--- src/rtl/bram_arb_pkg.sv ---
// Shared types for the two-requester BRAM port arbiter: lock FSM state,
// response tag and the requester count.
package bram_arb_pkg;

  localparam int NUM_REQ = 2;

  typedef enum logic {
    FREE   = 1'b0,
    LOCKED = 1'b1
  } lock_state_t;

  typedef struct packed {
    logic valid;
    logic id;
  } tag_t;

  function automatic logic [NUM_REQ-1:0] id_onehot(input logic id);
    return id ? 2'b10 : 2'b01;
  endfunction

endpackage

--- src/rtl/bram_rsp_tag_pipe.sv ---
// Delay line that walks a {valid, id} tag alongside each BRAM read so the
// returning word can be steered back to the requester that issued it.
module bram_rsp_tag_pipe
  import bram_arb_pkg::*;
#(
  parameter int READ_LATENCY = 2
) (
  input  logic clk,
  input  logic rst_n,
  input  tag_t tag_in,
  output tag_t tag_out
);

  tag_t stage [READ_LATENCY];

  // Reset empties the pipe, so reads in flight at reset never respond.
  always_ff @(posedge clk or negedge rst_n) begin
    if (!rst_n) begin
      for (int i = 0; i < READ_LATENCY; i++) stage[i] <= '0;
    end else begin
      stage[0] <= tag_in;
      for (int i = 1; i < READ_LATENCY; i++) stage[i] <= stage[i-1];
    end
  end

  assign tag_out = stage[READ_LATENCY-1];

endmodule

--- src/rtl/bram_port_arbiter.sv ---
// Round-robin arbiter sharing one BRAM port between two requesters, with
// in-order read return and a per-requester lock that times out when idle.
module bram_port_arbiter
  import bram_arb_pkg::*;
#(
  parameter int DATA_WIDTH   = 64,
  parameter int ADDR_WIDTH   = 10,
  parameter int READ_LATENCY = 2,
  parameter int LOCK_TIMEOUT = 64
) (
  input  logic                          clk,
  input  logic                          rst_n,
  input  logic [NUM_REQ-1:0]            req_valid,
  output logic [NUM_REQ-1:0]            req_ready,
  input  logic [NUM_REQ-1:0]            req_we,
  input  logic [NUM_REQ-1:0]            req_lock,
  input  logic [NUM_REQ*ADDR_WIDTH-1:0] req_addr,
  input  logic [NUM_REQ*DATA_WIDTH-1:0] req_wdata,
  output logic [NUM_REQ-1:0]            rsp_valid,
  output logic [DATA_WIDTH-1:0]         rsp_data,
  output logic                          lock_timeout,
  output logic                          bram_en,
  output logic                          bram_we,
  output logic [ADDR_WIDTH-1:0]         bram_addr,
  output logic [DATA_WIDTH-1:0]         bram_din,
  input  logic [DATA_WIDTH-1:0]         bram_dout,
  output lock_state_t                   lock_state,
  output logic                          lock_owner
);

  // Handshake: a beat from requester r transfers on the rising edge where
  // req_valid[r] and req_ready[r] are both high; ready depends only on
  // req_valid, prio and lock state, and there is no response backpressure.

  localparam logic [15:0] IDLE_LAST = 16'(LOCK_TIMEOUT - 1);

  lock_state_t state_q, state_d;
  logic        owner_q, owner_d;
  logic        prio_q;
  logic [15:0] idle_q;

  logic                  gnt_any, gnt_id, accept, timeout_hit;
  logic                  win_we, win_lock;
  logic [ADDR_WIDTH-1:0] win_addr;
  logic [DATA_WIDTH-1:0] win_din;
  logic                  last_we;
  logic [ADDR_WIDTH-1:0] last_addr;
  logic [DATA_WIDTH-1:0] last_din;
  tag_t                  tag_in, tag_out;

  always_comb begin
    gnt_any = 1'b0;
    gnt_id  = prio_q;
    if (state_q == LOCKED) begin
      gnt_id  = owner_q;
      gnt_any = req_valid[owner_q];
    end else if (&req_valid) begin
      gnt_id  = prio_q;
      gnt_any = 1'b1;
    end else if (req_valid[0]) begin
      gnt_id  = 1'b0;
      gnt_any = 1'b1;
    end else if (req_valid[1]) begin
      gnt_id  = 1'b1;
      gnt_any = 1'b1;
    end
  end

  assign accept    = gnt_any & rst_n;
  assign req_ready = accept ? id_onehot(gnt_id) : '0;

  assign win_we   = req_we[gnt_id];
  assign win_lock = req_lock[gnt_id];
  assign win_addr = gnt_id ? req_addr[ADDR_WIDTH +: ADDR_WIDTH]  : req_addr[0 +: ADDR_WIDTH];
  assign win_din  = gnt_id ? req_wdata[DATA_WIDTH +: DATA_WIDTH] : req_wdata[0 +: DATA_WIDTH];

  // Only the owner can be granted while locked, so any accept is the owner's.
  // An owner beat in the expiry cycle wins over the timeout.
  assign timeout_hit = (state_q == LOCKED) && !accept && (idle_q >= IDLE_LAST);

  always_ff @(posedge clk or negedge rst_n) begin
    if (!rst_n) begin
      state_q <= FREE;
      owner_q <= 1'b0;
    end else begin
      state_q <= state_d;
      owner_q <= owner_d;
    end
  end

  always_comb begin
    state_d = state_q;
    owner_d = owner_q;
    case (state_q)
      FREE: begin
        if (accept && win_lock) begin
          state_d = LOCKED;
          owner_d = gnt_id;
        end
      end
      LOCKED: begin
        if ((accept && !win_lock) || timeout_hit) state_d = FREE;
      end
      default: state_d = FREE;
    endcase
  end

  always_comb begin
    lock_timeout = timeout_hit;
    lock_state   = state_q;
    lock_owner   = owner_q;
  end

  always_ff @(posedge clk or negedge rst_n) begin
    if (!rst_n) begin
      prio_q    <= 1'b0;
      idle_q    <= '0;
      last_we   <= 1'b0;
      last_addr <= '0;
      last_din  <= '0;
    end else begin
      if (accept && (state_q == FREE) && !win_lock) prio_q <= ~gnt_id;
      if ((state_q == FREE) || accept || timeout_hit) idle_q <= '0;
      else                                            idle_q <= idle_q + 16'd1;
      if (accept) begin
        last_we   <= win_we;
        last_addr <= win_addr;
        last_din  <= win_din;
      end
    end
  end

  // The BRAM samples the winner directly; when idle the port keeps its last value.
  assign bram_en   = accept;
  assign bram_we   = accept ? win_we   : last_we;
  assign bram_addr = accept ? win_addr : last_addr;
  assign bram_din  = accept ? win_din  : last_din;

  assign tag_in.valid = accept & ~win_we;
  assign tag_in.id    = gnt_id;

  bram_rsp_tag_pipe #(
    .READ_LATENCY(READ_LATENCY)
  ) u_tag_pipe (
    .clk    (clk),
    .rst_n  (rst_n),
    .tag_in (tag_in),
    .tag_out(tag_out)
  );

  assign rsp_valid = tag_out.valid ? id_onehot(tag_out.id) : '0;
  assign rsp_data  = bram_dout;

endmodule

--- config.mk ---
export PLATFORM = sky130hd
export DESIGN_NAME = bram_port_arbiter
export DESIGN_NICKNAME = d
export VERILOG_FILES = /design/src/rtl/bram_arb_pkg.sv /design/src/rtl/bram_rsp_tag_pipe.sv /design/src/rtl/bram_port_arbiter.sv
export SDC_FILE = /design/constraint.sdc
export NUM_CORES = 1
export LEC_CHECK = 0
export ABC_CLOCK_PERIOD_IN_PS = 1900
export BUFFER_PORTS_ARGS = -buffer_cell sky130_fd_sc_hd__buf_2
export CAP_MARGIN = 20
export CORE_AREA = 4 4 139 141
export CTS_CLUSTER_SIZE = 20
export DETAILED_ROUTE_END_ITERATION = 7
export DIE_AREA = 0 0 143 145
export SLEW_MARGIN = 20
export SYNTH_ARGS = -nofsm -noshare
export SYNTH_HDL_FRONTEND = slang
export SYNTH_SLANG_ARGS = --single-unit
--- constraint.sdc ---
create_clock -name clk -period 1.9 [get_ports clk]
set_input_delay 0 -clock clk [delete_from_list [all_inputs] [get_ports clk]]
set_output_delay 0 -clock clk [all_outputs]
set_load 0.02 [all_outputs]
==> results.yml, run 1 <==
status:
  status: "finished, violations left"
  violations: "negative hold slack, negative setup slack"
placement:
  place_inst: 957
  port_buffers: 238
  hpwlAfterDp_um: 13900
  gp_congestion: 0.814
sta:
  tightest_slew_ps: 576
  skew_ps: 6.46
  setup_ws_ps: -282
  setup_violations: 79
  holdWs_ps: -273
  hold_viol: 98
  max_slew_margin_pct: 61.6
  final.period_utilization_pct: 115
  rsz0062_at_grt: "yes"
  final.min_clock_period_ps: 2180
  finalMaxSlewViolations: 0
  tns_ps: -14680
  max_freq_mhz: 458
cts:
  clock-sinks: 98
  numCtsBuffers: 9
  htreeDepth: 3
  path_clk_slew_ps: 70
  cts_tree: "yes"
  ctsHoldBuffers: 120
  cts_root_buffer: "clkbuf_16"
  cts_buffer_depth: 2
  clock_latency_ps: 340
critical_path:
  critical_path_arrival_ps: 2180
  end_kind: "output pin"
  reg2reg_from: "lock_state"
  r2r_slack_ps: -100
  cp_max_fo: 6
  crit_type: "reg2out"
  reg2reg_depth: 10
  crit_required_ps: 1900
  cp-start-kind: "flip-flop"
  reg2reg_to: "last_din[11]"
global_route:
  grt_overflow: 0
  grt_usage_pct: 20.9
  first_global_vias: 6079
  grt_pass1_wl_um: 34700
  grt_max_degree: 102
  antenna_found_initial: 3
drt:
  firstDrtPassIters: 5
  drc: 0
  wl_met1_um: 8700
  vias_per_cell: 5.23
  wire_per_inst_um: 21.2
  wirelength_um: 24500
  dr_wl_met2_um: 12700
  wl_met3_um: 2230
  top_layer_used: "met5"
  route.antenna.remaining_nets: 0
  drtIter0Drc: 367
  via_count: 6042
final_layout:
  final_nets: 1140
  final_layout_size_suffix_gt1_share_pct: 47.4
  syn_to_final_growth_pct: 82.1
  instances_no_fill: 1156
power_and_ir_drop:
  p_int_uw: 6260
  p_per_area_mw_per_mm2: 1100
  p_sw_share_pct: 40.2
  seqPwrFrac_pct: 27.7
  comb_power_share_pct: 55.4
  leakage_uw: 0.00406
  p_sw_uw: 4210
  clkPwrFrac_pct: 16.9
  peakVddDrop_uv: 439
  power.total_uw: 10500
flow_run:
  cap_violations: 0
synth:
  synth_common_cells: "98 x dfrtp_1, 86 x nor2_1, 77 x nand3_1, 76 x o211ai_1, 74 x a31oi_1"
  syn_inst: 577
  synth_ff_type: "dfrtp_1"
  synth_edf_count: 0
  synth.distinct_cells: 37
  avgSynthCellArea_sq_um: 9.08
  synth_area_sq_mm: 0.00524
  ys_seq_area_share_pct: 46.8
  ys.warnings.count: 0
  async_reset_ff_share_pct: 100
  netlist.area_leader.share_pct: 46.8
  ys_ff_latch: 98
  yosys.area.top_type: "dfrtp_1"
  synth_area_leaders: "dfrtp_1 47%, o211ai_1 11%, buf_4 9.3%"
  synth.most_common_cell: "dfrtp_1"
floorplan:
  core_sq_mm: 0.0180
  die_h_um: 145
  num_io_pins: 367
  start_util_pct: 29.2
  fp.dieW_um: 143
  dieArea_sq_mm: 0.0207
  rows: 49
worst_hold_path:
  min_path_type: "in2async"
## critical path, stage by stage (launching register included)
cell,delay (ps)
dfrtp_2,440
a21bo_4,230
a211oi_4,260
buf_12,150
buf_12,130
buf_12,130
buf_12,110
nor2_2,40
a31oi_2,180
buf_4,180
## routing by layer
metal  global-route usage, %  vias to the layer above
met3                    6.61                       58
met5                       0                        -
li1                        -                     2724
met2                    36.3                      342
met1                    23.7                     2916
met4                    8.22                        2
## cells in the final DEF, fill, tap and decap left out, types with 3 or more instances in the layout
master         Yosys  final
nor2_2             0      9
a31oi_2            0     52
conb_1             1     10
nor2_4             0      4
nor2_1            86     73
buf_6              2     25
o211ai_1          76     76
nand3_1           77     76
buf_16             0      3
buf_2             17    191
dfrtp_1           98     97
buf_4             65     79
dlygate4sd3_1      0    120
buf_12             0     18
a31oi_4            0     22
inv_1              8      8
diode_2            0      3
o21ai_0            3      3
clkbuf_16          0     14
## area by class of cell
class | count | area, sq um
Multi-Input combinational cell | 358 | 2820
Clock inverter | 3 | 23.8
Antenna cell | 3 | 7.51
Clock buffer | 13 | 260
Inverter | 8 | 30.0
Tap cell | 229 | 287
Sequential cell | 98 | 2450
Fill cell | 1562 | 8420
Timing Repair Buffer | 444 | 3660
## logic make-up after synthesis
| logic type | count (synthesis) | synth area share [%] |
|---|---|---|
| and+or+nand+nor | 178 | 15.4 |
| DFF | 98 | 46.8 |
| AOI/OAI and AO/OA | 165 | 22.1 |
| adders and majority gates | 1 | 0.239 |
| other | 1 | 0.0716 |
| buffers and inverters | 130 | 14.7 |
| xor gates and xnor gates | 4 | 0.669 |
## worst max path at each step
stage               start           end  slack [ps]  depth (start not counted)
2_1_floorplan  lock_state  last_addr[0]         -40                          7
3_3_place_gp   lock_state  bram_din[24]          70                          7
3_5_place_dp   lock_state  bram_din[24]          50                          7
4_1_cts        lock_state  bram_din[50]        -300                          7
5_1_grt        lock_state   bram_din[4]        -370                          9
6_report       lock_state   bram_din[4]        -280                          9
## power by group through the flow
stage	Clock (uW)	Combinational [uW]	Sequential (uW)
2_1_floorplan	0	3150	2860
5_1_grt	1920	6150	2960
3_5_place_dp	0	4400	2900
4_1_cts	1840	5080	2880
3_3_place_gp	0	4390	2890
6_report	1770	5800	2900
## state kept, by name, summed over array words and instances, names as in the netlist
| name | count |
|---|---|
| lock_state | 1 |
| u_tag_pipe.tag_out | 2 |
| u_tag_pipe.stage | 2 |
| last_din | 64 |
| lock_owner | 1 |
| prio_q | 1 |
| last_we | 1 |
| idle_q | 16 |
| last_addr | 10 |
## stage by stage
stage | utilization [%] | setup slack [ps] | area, sq um
2_1_floorplan | - | -35.1 | 5920
3_3_place_gp | 39.1 | 67.4 | 7020
3_5_place_dp | 39.1 | 48.3 | 7020
4_1_cts | 50.3 | -298 | 9040
5_1_grt | 53.1 | -370 | 9540
6_report | 53.1 | -282 | 9540
## what timing repair did
item / 4_1_cts / 5_1_grt
buffers inserted: 24 / 34
setup endpoints to repair: 77 / 87
gates cloned: 5 / 6
gates resized for setup: 57 / 57
hold endpoints to repair: 167 / 98
pin swaps: 2 / 2
No activity file was read; power rests on OpenSTA's default activity.
==> run 2: changes to the inputs <==
- BUFFER_PORTS_ARGS: -buffer_cell sky130_fd_sc_hd__buf_2 -> -buffer_cell sky130_fd_sc_hd__buf_4
==> run 2 against run 1 <==
The flow finishes with violations (negative setup slack). Maximum frequency is 0.22% higher. Sequential share of layout area is 3.5 points lower. Non-clock buffer count is 4 lower. First-iteration DRC count is 32% lower. Cell count is 0.52% lower. Critical endpoint is now bram_din[23]. Final area is 16% higher. Hold slack better by 270 ps. Largest power group unchanged.
==> results.yml, run 2 (same netlist as run 1, synthesis figures left out) <==
placement:
  gp_congestion: 0.837
  port_buffers: 238
  hpwlAfterDp_um: 15100
  placedInstanceArea_sq_mm: 0.00762
power_and_ir_drop:
  seqPwrFrac_pct: 23.6
  clkPwrFrac_pct: 15.5
  power.total_uw: 12600
  comb_power_share_pct: 60.9
  peakVddDrop_uv: 793
  leakage_uw: 0.00459
  p_sw_share_pct: 39.3
  p_per_area_mw_per_mm2: 1140
  p_int_uw: 7650
  p_sw_uw: 4950
critical_path:
  end_kind: "output pin"
  critical_path_arrival_ps: 2180
  r2r_slack_ps: -220
  crit_buf_inv: 4
  cp-start-kind: "flip-flop"
  crit_family: "compound AO/OA/AOI/OAI gates"
  slowest_delay_ps: 430
  slowest_stage: "dfrtp_2"
  cp_max_fo: 7
  crit_required_ps: 1900
  crit_type: "reg2out"
  path_common_cell: "buf_12"
  cp_cell_sequence: "a21bo_4, a211oi_4, buf_12, buf_12, buf_8, nor2_4, a31oi_2, buf_4"
drt:
  via_count: 6170
  drc: 0
  route.antenna.remaining_nets: 0
  wire_per_inst_um: 23.5
  firstDrtPassIters: 4
  drtIter0Drc: 248
  vias_per_cell: 5.37
  wirelength_um: 27000
floorplan:
  fp.dieW_um: 143
  start_util_pct: 29.2
  rows: 49
  dieArea_sq_mm: 0.0207
  core_sq_mm: 0.0180
  die_h_um: 145
  num_io_pins: 367
sta:
  hold_viol: 0
  final.min_clock_period_ps: 2180
  max_freq_mhz: 459
  max_slew_margin_pct: 47.9
  setup_violations: 90
  skew_ps: 8.08
  finalMaxSlewViolations: 0
  holdWs_ps: 0.0436
  tightest_slew_ps: 781
  rsz0062_at_grt: "yes"
  final.period_utilization_pct: 115
  setup_ws_ps: -277
global_route:
  use_met2_pct: 39.3
  grt_overflow: 0
  first_global_vias: 6421
  antenna_found_initial: 0
  gr-max-usage-layer: "met2"
  grt_usage_pct: 21.3
  grt_max_degree: 59
  grt_util_met3_pct: 7.27
  grtUsageMet1_pct: 22.0
  grt_pass1_wl_um: 35100
cts:
  path_clk_slew_ps: 70
  clock_latency_ps: 350
  clock-sinks: 98
  cts_tree: "yes"
  htreeDepth: 3
  cts_root_buffer: "clkbuf_16"
  cts_buffer_depth: 2
  numCtsBuffers: 9
final_layout:
  nFillCells: 1366
  final_cell_mix: "226 x buf_4, 106 x buf_6, 97 x dfrtp_1"
  post-route-util_pct: 61.4
  final_layout_size_suffix_gt1_share_pct: 57.9
  post-route-cell-area_sq_mm: 0.0110
  final_nets: 1137
  layout_commonest_cell: "buf_4"
  reg.largest.list: "last_din x64, idle_q x16, last_addr x10"
  diodes: 0
  largest_register: "last_din"
  syn_to_final_growth_pct: 111
  largest_reg_flops: 64
status:
  status: "finished, violations left"
  violations: "negative setup slack"
flow_run:
  cap_violations: 0
worst_hold_path:
  min_path_type: "in2out"
[run 2: changes by cell type in the layout (fill, tap and decap cells not counted), moves of 8 or more]
| cell | before | now |
|---|---|---|
| a31oi_4 | 22 | 65 |
| nand3_2 | 1 | 9 |
| a31oi_2 | 52 | 9 |
| dlygate4sd3_1 | 120 | 61 |
| buf_4 | 79 | 226 |
| nor2_1 | 73 | 43 |
| buf_16 | 3 | 12 |
| nor2_4 | 4 | 13 |
| buf_6 | 25 | 106 |
| nand3_1 | 76 | 68 |
| buf_2 | 191 | 0 |
| nor2_2 | 9 | 30 |
[run 2: per-layer routing]
metal  up-vias  part of all wire, %
met5         -                    0
met4         0                  3.8
met3        79                  9.2
met2       372                   53
met1      3006                   34
li1       2713                    -
[run 2: power by group through the flow]
stage | logic [uW] | clock network, uW | registers, uW
floorplan | 3150 | 0 | 2860
global placement | 4770 | 0 | 2880
detailed placement | 4860 | 0 | 2910
CTS | 6270 | 2000 | 2920
global route | 8020 | 2080 | 3030
finish | 7680 | 1950 | 2970
[run 2: path summary, 6_finish.rpt]
| kind | from | end | cells after the start |
|---|---|---|---|
| setup / recovery | lock_state | bram_din[23] | 8 |
| hold / removal | bram_dout[34] | rsp_data[34] | 0 |
| setup reg to reg | lock_state | last_din[25] | 10 |
| hold reg to reg | u_tag_pipe.stage[3] | u_tag_pipe.tag_out[1] | 0 |
| max in group asynchronous | rst_n | last_din[49] | 3 |
| min in group asynchronous | rst_n | lock_owner | 3 |
[run 2: stage by stage]
step	setup TNS, ps	cells	setup slack (ps)
global route	-24100	1150	-343
CTS	-17340	1121	-262
finish	-17300	1150	-277
floorplan	-365	586	-35.1
detailed placement	-141	960	-35.6
global placement	0	960	13.6
[run 2: repair_timing]
item | in CTS | in global routing
gates cloned | 9 | 14
setup buffers | 76 | 16
hold buffers | 60 | 1
endpoints found under the hold margin | 138 | 1
endpoints found under the setup margin | 79 | 107
pin swaps | 6 | 9
gates resized for setup | 127 | 144
[run 2: cell type report]
type / instances / area, sq um / area share, %
timing repair buffer: 440 / 4540 / 41.1
multi-input combinational: 359 / 3410 / 30.9
sequential: 98 / 2450 / 22.2
clock inverter: 5 / 78.8 / 0.715
tap: 229 / 287 / 2.60
inverter: 8 / 30.0 / 0.272
clock buffer: 11 / 233 / 2.11
[run 2: worst reg2reg max path, delay by kind of cell (launching register included)]
| family | cells | cell delay [ps] |
|---|---|---|
| buffers and inverters | 7 | 1010 |
| AOI/OAI and AO/OA | 3 | 560 |
| DFF | 1 | 430 |
==> run 3: changes to the inputs <==
- BUFFER_PORTS_ARGS: -buffer_cell sky130_fd_sc_hd__buf_4 -> unset
- DONT_BUFFER_PORTS: unset -> 1
==> run 3 against run 2 <==
The flow finishes with violations (negative hold slack, negative setup slack). Utilization shrank 2.9 points. Worst setup slack got worse by 1.4 ps. Combinational power decreased by 3.9%. Sequential share of layout area increased by 1.1 points. Final area down 4.7%. First-iteration DRC count up 5.6%. Maximum frequency hardly changed. Cell count shrank 7.2%. Sequential cell count unchanged. Clock-buffer cell count did not move. Register-to-register slack gained 110 ps. Critical endpoint is now bram_din[0].
==> results.yml, run 3 (same netlist as run 1, synthesis figures left out) <==
status:
  status: "finished, violations left"
  violations: "negative hold slack, negative setup slack"
floorplan:
  rows: 49
  core_sq_mm: 0.0180
  dieArea_sq_mm: 0.0207
  fp.dieW_um: 143
  start_util_pct: 29.2
  num_io_pins: 367
  die_h_um: 145
power_and_ir_drop:
  p_per_area_mw_per_mm2: 1160
  comb_power_share_pct: 60.5
  p_sw_share_pct: 40.2
  clkPwrFrac_pct: 14.6
  p_int_uw: 7300
  peakVddDrop_uv: 676
  p_sw_uw: 4910
  leakage_uw: 0.00409
  seqPwrFrac_pct: 24.9
cts:
  numCtsBuffers: 9
  clock-sinks: 98
  clock_latency_ps: 350
  cts_root_buffer: "clkbuf_16"
  cts_buffer_depth: 2
  path_clk_slew_ps: 70
  htreeDepth: 3
  cts_tree: "yes"
critical_path:
  critical_path_arrival_ps: 2180
  crit_type: "reg2out"
  cp_max_fo: 7
  cp-start-kind: "flip-flop"
  r2r_slack_ps: -110
  crit_required_ps: 1900
  end_kind: "output pin"
final_layout:
  largest_reg_flops: 64
  final_nets: 1052
  largest_register: "last_din"
  final_cell_mix: "136 x dlygate4sd3_1, 97 x dfrtp_1, 92 x buf_4"
  layout_commonest_cell: "dlygate4sd3_1"
  nFillCells: 1338
  reg.largest.list: "last_din x64, idle_q x16, last_addr x10"
  syn_to_final_growth_pct: 101
  final_layout_size_suffix_gt1_share_pct: 45.5
  post-route-util_pct: 58.5
sta:
  max_freq_mhz: 459
  tns_ps: -14840
  hold_viol: 98
  setup_violations: 91
  final.period_utilization_pct: 115
  setup_ws_ps: -279
  holdWs_ps: -667
  rsz0062_at_grt: "yes"
  final.min_clock_period_ps: 2180
  finalMaxSlewViolations: 0
  skew_ps: 6.95
drt:
  firstDrtPassIters: 5
  wire_per_inst_um: 25.8
  via_count: 5965
  wirelength_um: 27500
  drc: 0
  route.antenna.remaining_nets: 0
  drtIter0Drc: 262
  vias_per_cell: 5.59
placement:
  port_buffers: 0
  hpwlAfterDp_um: 13900
  gp_congestion: 0.824
global_route:
  grt_max_degree: 103
  gr-max-usage-layer: "met2"
  use_met2_pct: 40.1
  grt_usage_pct: 22.6
  first_global_vias: 6346
  antenna_found_initial: 1
  grtUsageMet1_pct: 23.6
  grt_util_met3_pct: 7.34
  grt_overflow: 0
  grt_pass1_wl_um: 36700
flow_run:
  cap_violations: 0
worst_hold_path:
  min_path_type: "in2async"
[run 3: changes by cell type in the layout (fill, tap and decap cells not counted), sizes merged, moves of 2 or more]
cell | before | now
buf | 370 | 212
dlygate4sd3 | 61 | 136
bufinv | 2 | 0
clkbuf | 20 | 18
diode | 0 | 2
[run 3: metal layers]
metal  up-vias  part of all wire [%]
met4         0                   4.3
li1       2548                     -
met1      2914                    34
met3        93                   9.3
met2       410                    53
met5         -                     0
[run 3: through the flow]
step | instance area (sq um) | total power (uW) | setup WS (ps) | cells | hold slack (ps)
after floorplan | 5920 | 6010 | -35.1 | 586 | -296
after global placement | 6660 | 7680 | 75.3 | 808 | -292
after detailed placement | 6660 | 7810 | 16.7 | 808 | -293
after CTS | 9360 | 10900 | -275 | 1027 | -680
after global routing | 10500 | 12700 | -375 | 1066 | -687
final | 10500 | 12200 | -279 | 1067 | -667
[run 3: critical path, cell delays in order, from the launching register on]
cell and delay, ps:
dfrtp_2 430, a21bo_4 240, a211oi_4 220, buf_6 180, buf_12 170, buf_12 140, nor2_2 40, a31oi_2 200
buf_4 190
[run 3: power groups by stage]
stage	sequential [uW]	combinational, uW	clock (uW)
2_1_floorplan	2860	3150	0
3_3_place_gp	2880	4800	0
3_5_place_dp	2900	4910	0
4_1_cts	2900	6140	1830
5_1_grt	3100	7700	1920
6_report	3040	7380	1780
[run 3: repair_timing]
item / in CTS / in global routing
setup endpoints to repair: 77 / 101
setup buffers: 59 / 36
gates resized for setup: 94 / 157
pin swaps: 7 / 16
hold endpoints to repair: 170 / 99
cloned: 9 / 10
hold buffers: 135 / 1
[run 3: layout make-up]
| class | count | area (sq um) | area share [%] |
|---|---|---|---|
| clock inverter | 5 | 36.3 | 0.345 |
| timing repair buffer | 355 | 4020 | 38.2 |
| tap | 229 | 287 | 2.73 |
| sequential | 98 | 2450 | 23.3 |
| antenna | 2 | 5.00 | 0.0476 |
| multi-input combinational | 359 | 3440 | 32.7 |
| clock buffer | 11 | 243 | 2.31 |
| inverter | 8 | 30.0 | 0.286 |
[run 3: final timing paths]
path / from / to / cells after the start
max: lock_state / bram_din[0] / 8
min: rst_n / last_din[16] / 0
max reg2reg: lock_state / last_din[20] / 8
min reg2reg: u_tag_pipe.stage[2] / u_tag_pipe.tag_out[0] / 0
max in group asynchronous: rst_n / lock_state / 0
min in group clk: bram_dout[34] / rsp_data[34] / 0
